### src/rtl/sar_cycle_seq_if.sv
// Bus between the SAR cycle sequencer and its environment: asynchronous
// phase/strobe inputs, the timeout limit, and the cycle-flag outputs.
interface sar_cycle_seq_if #(
    parameter int NBIT  = 8,
    parameter int TMO_W = 4
);
    logic             CKS;
    logic             RDY;
    logic [TMO_W-1:0] TMO;
    logic [NBIT-1:0]  CF;
    logic             FINAL;
    logic             BUSY;
    logic             TIMEOUT;

    // Environment side drives the analog-facing strobes and the limit.
    modport master (
        output CKS, RDY, TMO,
        input  CF, FINAL, BUSY, TIMEOUT
    );

    // Sequencer side.
    modport slave (
        input  CKS, RDY, TMO,
        output CF, FINAL, BUSY, TIMEOUT
    );
endinterface

### src/rtl/sar_cycle_seq.sv
// SAR bit-cycle sequencer: steps a thermometer of cycle flags on each
// comparator-ready strobe, with an optional per-cycle timeout fallback.
module sar_cycle_seq #(
    parameter int NBIT  = 8,   // legal range 2..16
    parameter int TMO_W = 4
) (
    input  logic           CLK,
    input  logic           RST,
    sar_cycle_seq_if.slave bus
);

    localparam int KW = (NBIT > 1) ? $clog2(NBIT) : 1;

    typedef enum logic [1:0] {
        S_IDLE,
        S_CONV,
        S_DONE
    } state_t;

    // Synchronizer + edge-detect chains
    logic r_cks_s1, r_cks_s2, r_cks_s3;
    logic r_rdy_s1, r_rdy_s2, r_rdy_s3;
    logic w_rdy_rise;
    logic w_cks_fall;

    // Sequencer state
    state_t           r_state;
    logic [NBIT-1:0]  r_cf;
    logic [KW-1:0]    r_k;
    logic [TMO_W-1:0] r_cnt;
    logic             r_timeout;

    state_t           w_state_nxt;
    logic [NBIT-1:0]  w_cf_nxt;
    logic [KW-1:0]    w_k_nxt;
    logic [TMO_W-1:0] w_cnt_nxt;
    logic             w_timeout_nxt;
    logic             w_tmo_hit;
    logic             w_advance;

    // CKS idles high, so its chain resets to 1 and release cannot fake a fall.
    always_ff @(posedge CLK or posedge RST) begin
        if (RST) begin
            r_cks_s1 <= 1'b1;
            r_cks_s2 <= 1'b1;
            r_cks_s3 <= 1'b1;
        end else begin
            // NOTE: non-blocking assignments make each flop sample the
            // previous stage's old value, which is what builds the chain.
            r_cks_s1 <= bus.CKS;
            r_cks_s2 <= r_cks_s1;
            r_cks_s3 <= r_cks_s2;
        end
    end

    always_ff @(posedge CLK or posedge RST) begin
        if (RST) begin
            r_rdy_s1 <= 1'b0;
            r_rdy_s2 <= 1'b0;
            r_rdy_s3 <= 1'b0;
        end else begin
            r_rdy_s1 <= bus.RDY;
            r_rdy_s2 <= r_rdy_s1;
            r_rdy_s3 <= r_rdy_s2;
        end
    end

    assign w_rdy_rise = r_rdy_s2 & ~r_rdy_s3;
    assign w_cks_fall = ~r_cks_s2 & r_cks_s3;

    // A zero limit disables the timeout path entirely.
    assign w_tmo_hit = (bus.TMO != '0) && (r_cnt == bus.TMO);
    assign w_advance = w_rdy_rise | w_tmo_hit;

    always_comb begin
        // NOTE: every next-state variable gets its hold value first, so no
        // branch below can leave one unassigned and infer a latch.
        w_state_nxt   = r_state;
        w_cf_nxt      = r_cf;
        w_k_nxt       = r_k;
        w_cnt_nxt     = r_cnt;
        w_timeout_nxt = r_timeout;

        if (r_cks_s2) begin
            // Sample phase overrides everything, including a coincident advance.
            w_state_nxt   = S_IDLE;
            w_cf_nxt      = '0;
            w_k_nxt       = '0;
            w_cnt_nxt     = '0;
            w_timeout_nxt = 1'b0;
        end else begin
            unique case (r_state)
                S_IDLE: begin
                    if (w_cks_fall) begin
                        w_state_nxt   = S_CONV;
                        w_cf_nxt      = '0;
                        w_k_nxt       = '0;
                        w_cnt_nxt     = '0;
                        w_timeout_nxt = 1'b0;
                    end
                end

                S_CONV: begin
                    if (w_advance) begin
                        w_cf_nxt[r_k] = 1'b1;
                        w_k_nxt       = r_k + 1'b1;
                        w_cnt_nxt     = '0;
                        // A coincident RDY edge counts as a normal advance.
                        if (!w_rdy_rise) begin
                            w_timeout_nxt = 1'b1;
                        end
                        if (r_k == KW'(NBIT - 1)) begin
                            w_state_nxt = S_DONE;
                        end
                    end else if (r_cnt != '1) begin
                        w_cnt_nxt = r_cnt + 1'b1;
                    end
                end

                S_DONE: begin
                    w_cf_nxt = '1;
                end

                default: begin
                    w_state_nxt = S_IDLE;
                end
            endcase
        end
    end

    always_ff @(posedge CLK or posedge RST) begin
        if (RST) begin
            r_state   <= S_IDLE;
            r_cf      <= '0;
            r_k       <= '0;
            r_cnt     <= '0;
            r_timeout <= 1'b0;
        end else begin
            r_state   <= w_state_nxt;
            r_cf      <= w_cf_nxt;
            r_k       <= w_k_nxt;
            r_cnt     <= w_cnt_nxt;
            r_timeout <= w_timeout_nxt;
        end
    end

    assign bus.CF      = r_cf;
    assign bus.BUSY    = (r_state == S_CONV);
    assign bus.FINAL   = (r_state == S_DONE);
    assign bus.TIMEOUT = r_timeout;

endmodule

### src/flat_wrapper.sv
// flat-port wrapper written by rule: the top's interface ports become plain ports
module sar_cycle_seq_flat 
#(
    parameter int NBIT  = 8,                       
    parameter int TMO_W = 4
)
  (CLK, RST, bus_CKS, bus_RDY, bus_TMO, bus_CF, bus_FINAL, bus_BUSY, bus_TIMEOUT);
  sar_cycle_seq_if #(.NBIT(NBIT), .TMO_W(TMO_W)) bus_i ();
  input  logic CLK;
  input  logic RST;
  input wire logic [$bits(bus_i.CKS)-1:0] bus_CKS;
  input wire logic [$bits(bus_i.RDY)-1:0] bus_RDY;
  input wire logic [$bits(bus_i.TMO)-1:0] bus_TMO;
  output wire logic [$bits(bus_i.CF)-1:0] bus_CF;
  output wire logic [$bits(bus_i.FINAL)-1:0] bus_FINAL;
  output wire logic [$bits(bus_i.BUSY)-1:0] bus_BUSY;
  output wire logic [$bits(bus_i.TIMEOUT)-1:0] bus_TIMEOUT;
  assign bus_i.CKS = bus_CKS;
  assign bus_i.RDY = bus_RDY;
  assign bus_i.TMO = bus_TMO;
  assign bus_CF = bus_i.CF;
  assign bus_FINAL = bus_i.FINAL;
  assign bus_BUSY = bus_i.BUSY;
  assign bus_TIMEOUT = bus_i.TIMEOUT;
  sar_cycle_seq #(.NBIT(NBIT), .TMO_W(TMO_W)) u_core (.CLK(CLK), .RST(RST), .bus(bus_i));
endmodule
### config.mk
export PLATFORM = sky130hd
export DESIGN_NAME = sar_cycle_seq_flat
export DESIGN_NICKNAME = d
export VERILOG_FILES = /design/src/rtl/sar_cycle_seq_if.sv /design/src/rtl/sar_cycle_seq.sv /design/src/flat_wrapper.sv
export SDC_FILE = /design/constraint.sdc
export NUM_CORES = 1
export LEC_CHECK = 0
export ABC_AREA = 0
export BUFFER_PORTS_ARGS = -buffer_cell sky130_fd_sc_hd__buf_4
export CAP_MARGIN = 20
export CELL_PAD_IN_SITES_DETAIL_PLACEMENT = 1
export CELL_PAD_IN_SITES_GLOBAL_PLACEMENT = 2
export CORE_MARGIN = 1
export CORE_UTILIZATION = 39
export CTS_CLUSTER_SIZE = 16
export DETAILED_ROUTE_END_ITERATION = 12
export GPL_ROUTABILITY_DRIVEN = 1
export PLACE_DENSITY_LB_ADDON = 0.1
export SYNTH_ARGS = -nofsm -noshare
export SYNTH_HDL_FRONTEND = slang
export SYNTH_SLANG_ARGS = --single-unit
### constraint.sdc
create_clock -name CLK -period 3.18 [get_ports CLK]
set_clock_uncertainty 0.2 [all_clocks]
set_input_delay 0.954 -clock CLK [delete_from_list [all_inputs] [get_ports CLK]]
set_output_delay 0.954 -clock CLK [all_outputs]
set_load 0.05 [all_outputs]
==> metrics.yaml, run 1 <==
status:
  status: "completed"
critical_path:
  crit_path_end_kind: "output port"
  path_cells: "inv_1 -> ha_1 -> buf_4"
  critPathMaxStageDelay_ns: 0.43
  critPathLaunchType: "flip-flop"
  rr_worst_depth: 7
  crit_required_ns: 2.03
  arrival_ns: 1.58
  worstPathMaxFanout: 12
  path_class: "reg -> out"
  slowest_stage: "dfrtp_1"
route:
  vias: 981
  vias_per_cell: 5.42
  routed_wl_microns: 2710
  drt_iter0_markers: 39
  wire_per_inst_microns: 15.0
  route.detailed.drc: 0
  drt_first_pass_iters: 4
  drtAntennaViolNets: 0
sta:
  period_minus_slack_ns: 2.73
  grt_setup_unrepaired: "no"
  fmax_mhz: 366
  finalMaxSlewViolations: 0
  tns_ns: 0
  hold_violations: 0
  tightestPinTransition_ns: 0.424
  hold_slack_ns: 0.166
  setup_violations: 0
  fin_ws_ns: 0.447
  fin_crit_sh: 0.859
  relSlewSlack: 0.717
clocking:
  cts_resized: 0
  cts_root_buf: "clkbuf_4"
  cts.clk_slew.worst_paths_ns: 0.14
  holdBufCountCts: 0
  clock_latency_ns: 0.32
  numCtsBuffers: 3
  clock-sinks: 24
  cts_buffer_depth: 2
  cts_setup_buffers: 0
  cts_tree: "done"
  htree_levels: 1
pwr:
  net-switching-power_uw: 416
  p_comb_frac: 0.421
  p_leak_nw: 0.752
  swShare: 0.392
  total_power_mw: 1.06
  peakVddDrop_v: 0.000283
  p_seq_frac: 0.366
  powerDensity_nw_per_um2: 695
  clkPwrFrac: 0.213
  internal_power_uw: 646
place:
  dp_hpwl_microns: 2010
  port_buffers: 18
  finalWeightedCongestion: 0.719
  pre_cts_slack_ns: 0.680
floorplan:
  io_pins: 19
  die_h_microns: 59.5
  rows: 20
  dieWidth_microns: 59.5
  dieArea_sq_um: 3540
  core_sq_um: 3100
  start_util: 0.415
logic_synthesis:
  synth_seq_area_share: 0.469
  synth_warnings: 0
  synthCells: 116
  synth_top_area_frac: 0.408
  synth_area_leaders: "dfrtp_1 (41%), ha_1 (6.8%), dfstp_2 (6.1%)"
  synth_cell_types: 44
  synth_flop_cell: "dfrtp_1"
  syn_nets: 131
  synthArstFlopShare: 1.00
  avgSynthCellArea_sq_um: 11.1
  synth_top_area_cell: "dfrtp_1"
  synth_enable_flop_cells: 0
  syn_area_sq_um: 1290
  ys_ff_latch: 24
cells_and_area:
  final_nets: 153
  num-fill-cells: 363
  drive_gt1_frac: 0.270
  areaGrowthSynthToFinish_pct: 18.5
  n_antenna_cell: 0
global_route:
  grt_pass1_wl_microns: 4750
  overflow: 0
  antenna_found_initial: 0
  grt.total_usage: 0.180
  grt_max_degree: 25
  grt_pass1_vias: 1034
worst_hold_path:
  min_path_cells: 0
  worstHoldPathType: "reg -> reg"
job:
  maxCapViolCount: 0
[registers in the layout, indices dropped and copies added (netlist names)]
name,cells
u_core.r_cks_s2,1
u_core.r_rdy_s3,1
u_core.bus.CF,8
u_core.r_rdy_s2,1
u_core.bus.TIMEOUT,1
u_core.r_state,2
u_core.r_cks_s3,1
u_core.r_rdy_s1,1
u_core.r_k,3
u_core.r_cnt,4
u_core.r_cks_s1,1
[final timing paths]
kind                                               startpoint                           end  slack [ns]
worst max-delay path            u_core.r_state[0]$_DFFE_PP0P_                     bus_FINAL        0.45
worst min-delay path                u_core.r_cks_s1$_DFF_PP1_     u_core.r_cks_s2$_DFF_PP1_        0.17
worst max register to register  u_core.r_state[1]$_DFFE_PP0P_  u_core.bus.CF[4]$_DFFE_PP0P_        0.96
worst min register to register      u_core.r_cks_s1$_DFF_PP1_     u_core.r_cks_s2$_DFF_PP1_        0.17
max in group asynchronous                                 RST     u_core.r_cks_s3$_DFF_PP1_        2.04
min in group asynchronous                                 RST   u_core.r_cnt[0]$_DFFE_PP0P_        0.46
[power by group through the flow]
stage	Sequential (mW)	Clock [mW]	Combinational, mW
final	0.389	0.226	0.447
after global routing	0.395	0.247	0.495
after CTS	0.389	0.235	0.453
after detailed placement	0.394	0	0.450
after global placement	0.392	0	0.444
after floorplan	0.438	0	0.296
[cell families after synthesis]
family                   after synthesis  synth area share
XOR/XNOR                               4            0.0272
multiplexers                           6            0.0563
AND/OR/NAND/NOR                       31             0.135
adder cells (fa/ha/maj)                7            0.0680
buffers and inverters                 11            0.0379
AO/OA/AOI/OAI                         33             0.207
flip-flops                            24             0.469
[layout by cell type, fill, tap and decap left out, drive strengths merged]
| master | Yosys | routed |
|---|---|---|
| o21ai | 4 | 4 |
| o21bai | 2 | 2 |
| nand3 | 3 | 3 |
| nor2 | 6 | 6 |
| inv | 8 | 8 |
| o41ai | 1 | 1 |
| and3 | 1 | 1 |
| xnor2 | 4 | 4 |
| dfrtp | 21 | 21 |
| nand3b | 1 | 1 |
| clkbuf | 1 | 3 |
| and4b | 1 | 1 |
| or3 | 1 | 1 |
| o211a | 3 | 3 |
| o2bb2ai | 2 | 2 |
| a41oi | 1 | 1 |
| bufinv | 0 | 1 |
| nand2b | 3 | 3 |
| nor3 | 5 | 5 |
| a31oi | 1 | 1 |
| o31ai | 2 | 2 |
| nand4 | 1 | 1 |
| nor2b | 5 | 5 |
| mux2i | 2 | 2 |
| o21a | 3 | 3 |
| mux2 | 4 | 4 |
| o22ai | 1 | 1 |
| dfstp | 3 | 3 |
| a31o | 1 | 1 |
| a21oi | 5 | 5 |
| ha | 7 | 7 |
| a22o | 1 | 1 |
| o21ba | 1 | 1 |
| nand2 | 4 | 4 |
| buf | 2 | 20 |
| a311o | 3 | 3 |
| o311a | 2 | 2 |
[per-stage QoR]
| stage | cells | utilization | instance area, sq um |
|---|---|---|---|
| 2_1_floorplan | 116 | - | 1290 |
| 3_3_place_gp | 177 | 0.475 | 1480 |
| 3_5_place_dp | 177 | 0.475 | 1480 |
| 4_1_cts | 181 | 0.492 | 1530 |
| 5_1_grt | 181 | 0.492 | 1530 |
| 6_report | 181 | 0.492 | 1530 |
[worst max-delay path: cells and delay by family, from the launching register on]
family / cells / cell delay, ns
buf+inv: 2 / 0.39
flops: 1 / 0.43
fa+ha+maj: 1 / 0.43
[final cells by class]
class / count / area (sq um) / area share
multi-input cells: 81 / 636 / 0.416
flip-flops and latches: 24 / 604 / 0.396
repair buffers: 20 / 150 / 0.0983
well taps: 44 / 55.1 / 0.0360
clock inverters: 1 / 30.0 / 0.0197
inverters: 8 / 30.0 / 0.0197
clock buffers: 3 / 22.5 / 0.0147
[per-layer routing]
metal / track usage / share of wire / up-vias
li1: - / - / 466
met1: 0.245 / 0.49 / 497
met2: 0.292 / 0.48 / 14
met3: 0.0262 / 0.023 / 4
met4: 0.0612 / 0.012 / 0
met5: 0 / 0 / -
[synth_stat cells (4+ instances only)]
master,n
inv_1,8
dfrtp_1,21
nor2_1,5
nor2b_1,5
xnor2_1,4
ha_1,7
a21oi_1,5
nor3_1,5
(Power assumes the default switching activity.)
==> run 2: changes to the inputs <==
- BUFFER_PORTS_ARGS: -buffer_cell sky130_fd_sc_hd__buf_4 -> not set
- CORE_UTILIZATION: 39 -> 43
- DONT_BUFFER_PORTS: not set -> 1
==> metrics.yaml, run 2 (synthesis gave the netlist of run 1 again) <==
status:
  status: "finished, violations left"
  violations: "design-rule violations"
floorplan:
  dieArea_sq_um: 3220
  core_sq_um: 2810
  io_pins: 19
  die_h_microns: 56.7
  start_util: 0.459
  rows: 19
  dieWidth_microns: 56.7
critical_path:
  rr_worst_depth: 7
  crit_required_ns: 2.03
  reg2reg_slack_ns: 0.53
  rr_endpoint: "u_core.r_k[0]$_DFFE_PP0P_"
  critPathLaunchType: "flip-flop"
  worstPathMaxFanout: 12
  path_class: "reg -> out"
  r2r-start: "u_core.r_state[1]$_DFFE_PP0P_"
  crit_path_end_kind: "output port"
  arrival_ns: 1.61
cells_and_area:
  fin_cells: 149
  drive_gt1_frac: 0.153
  largest_reg_flops: 8
  layout_common_cells: "dfrtp_1 (21), inv_1 (8), ha_1 (7)"
  final_nets: 134
  areaGrowthSynthToFinish_pct: 6.51
  n_antenna_cell: 0
  fin_area_sq_um: 1370
  utilization: 0.489
  layout_commonest_cell: "dfrtp_1"
sta:
  period_minus_slack_ns: 2.77
  tns_ns: 0
  hold_slack_ns: 0.166
  finalMaxSlewViolations: 0
  fin_crit_sh: 0.871
  fin_ws_ns: 0.411
  fmax_mhz: 361
  relSlewSlack: 0.402
  tightestPinTransition_ns: 0.892
  grt_setup_unrepaired: "no"
  setup_violations: 0
  hold_violations: 0
global_route:
  grt_pass1_vias: 962
  grt_pass1_wl_microns: 4780
  grt.total_usage: 0.193
  overflow: 0
  grt_max_degree: 25
  antenna_found_initial: 0
clocking:
  clock-sinks: 24
  htree_levels: 1
  clock_latency_ns: 0.32
  cts_buffer_depth: 2
  numCtsBuffers: 3
  cts_tree: "done"
  cts_setup_buffers: 0
  cts_resized: 0
  cts.clk_slew.worst_paths_ns: 0.15
  cts_root_buf: "clkbuf_4"
  holdBufCountCts: 0
worst_hold_path:
  min_from: "u_core.r_cks_s1$_DFF_PP1_"
  hold_end: "u_core.r_cks_s2$_DFF_PP1_"
  min_path_cells: 0
  worstHoldPathType: "reg -> reg"
pwr:
  swShare: 0.431
  powerDensity_nw_per_um2: 702
  p_leak_nw: 0.655
  p_seq_frac: 0.470
  clkPwrFrac: 0.174
  total_power_uw: 964
  internal_power_uw: 548
  p_comb_frac: 0.356
  net-switching-power_uw: 416
  peakVddDrop_v: 0.000350
place:
  dp_hpwl_microns: 2090
  port_buffers: 0
  finalWeightedCongestion: 0.720
  placed_cells: 144
  pre_cts_slack_ns: 0.426
  placed_area_sq_um: 1310
job:
  maxCapViolCount: 0
route:
  vias_per_cell: 6.22
  drt_iter0_markers: 31
  drt_first_pass_iters: 8
  vias: 927
  route.detailed.drc: 4
  wl_met3_microns: 114
  drt-met1-wl_microns: 1380
  drtAntennaViolNets: 0
  top_layer: "met4"
  routed_wl_microns: 2830
  wl_met2_microns: 1320
  wire_per_inst_microns: 19.0
## run 2: worst max path at each step
stage                                              from                      endpoint  slack, ns  cells after the start
after floorplan                              bus_TMO[1]  u_core.bus.CF[4]$_DFFE_PP0P_       0.90                      5
after global placement                       bus_TMO[1]  u_core.bus.CF[6]$_DFFE_PP0P_       0.44                      4
after detailed placement                     bus_TMO[2]  u_core.bus.CF[6]$_DFFE_PP0P_       0.43                      4
after CTS                 u_core.r_state[0]$_DFFE_PP0P_                     bus_FINAL       0.40                      2
after global routing      u_core.r_state[0]$_DFFE_PP0P_                     bus_FINAL       0.34                      2
final                     u_core.r_state[0]$_DFFE_PP0P_                     bus_FINAL       0.41                      2
## run 2: layout make-up
class                   count  area [sq um]
clock buffers               4          36.3
fillers                   313          1430
inverters                   8          30.0
multi-input cells          81           636
flip-flops and latches     24           604
well taps                  31          38.8
repair buffers              1          27.5
## run 2: per-layer routing
metal / track usage / up-vias
met4: 0.0523 / 0
met3: 0.0276 / 2
met1: 0.269 / 480
li1: - / 428
met2: 0.316 / 17
met5: 0 / -
## run 2: worst max-delay path: stages (launching register included)
cell     delay (ns)
dfrtp_1        0.43
inv_1          0.11
ha_1           0.76
## run 2: power by group through the flow
stage	sequential [mW]	combinational [mW]	clock [mW]
after floorplan	0.438	0.296	0
final	0.453	0.343	0.168
after detailed placement	0.461	0.338	0
after global placement	0.458	0.325	0
after global routing	0.460	0.378	0.180
after CTS	0.455	0.340	0.169
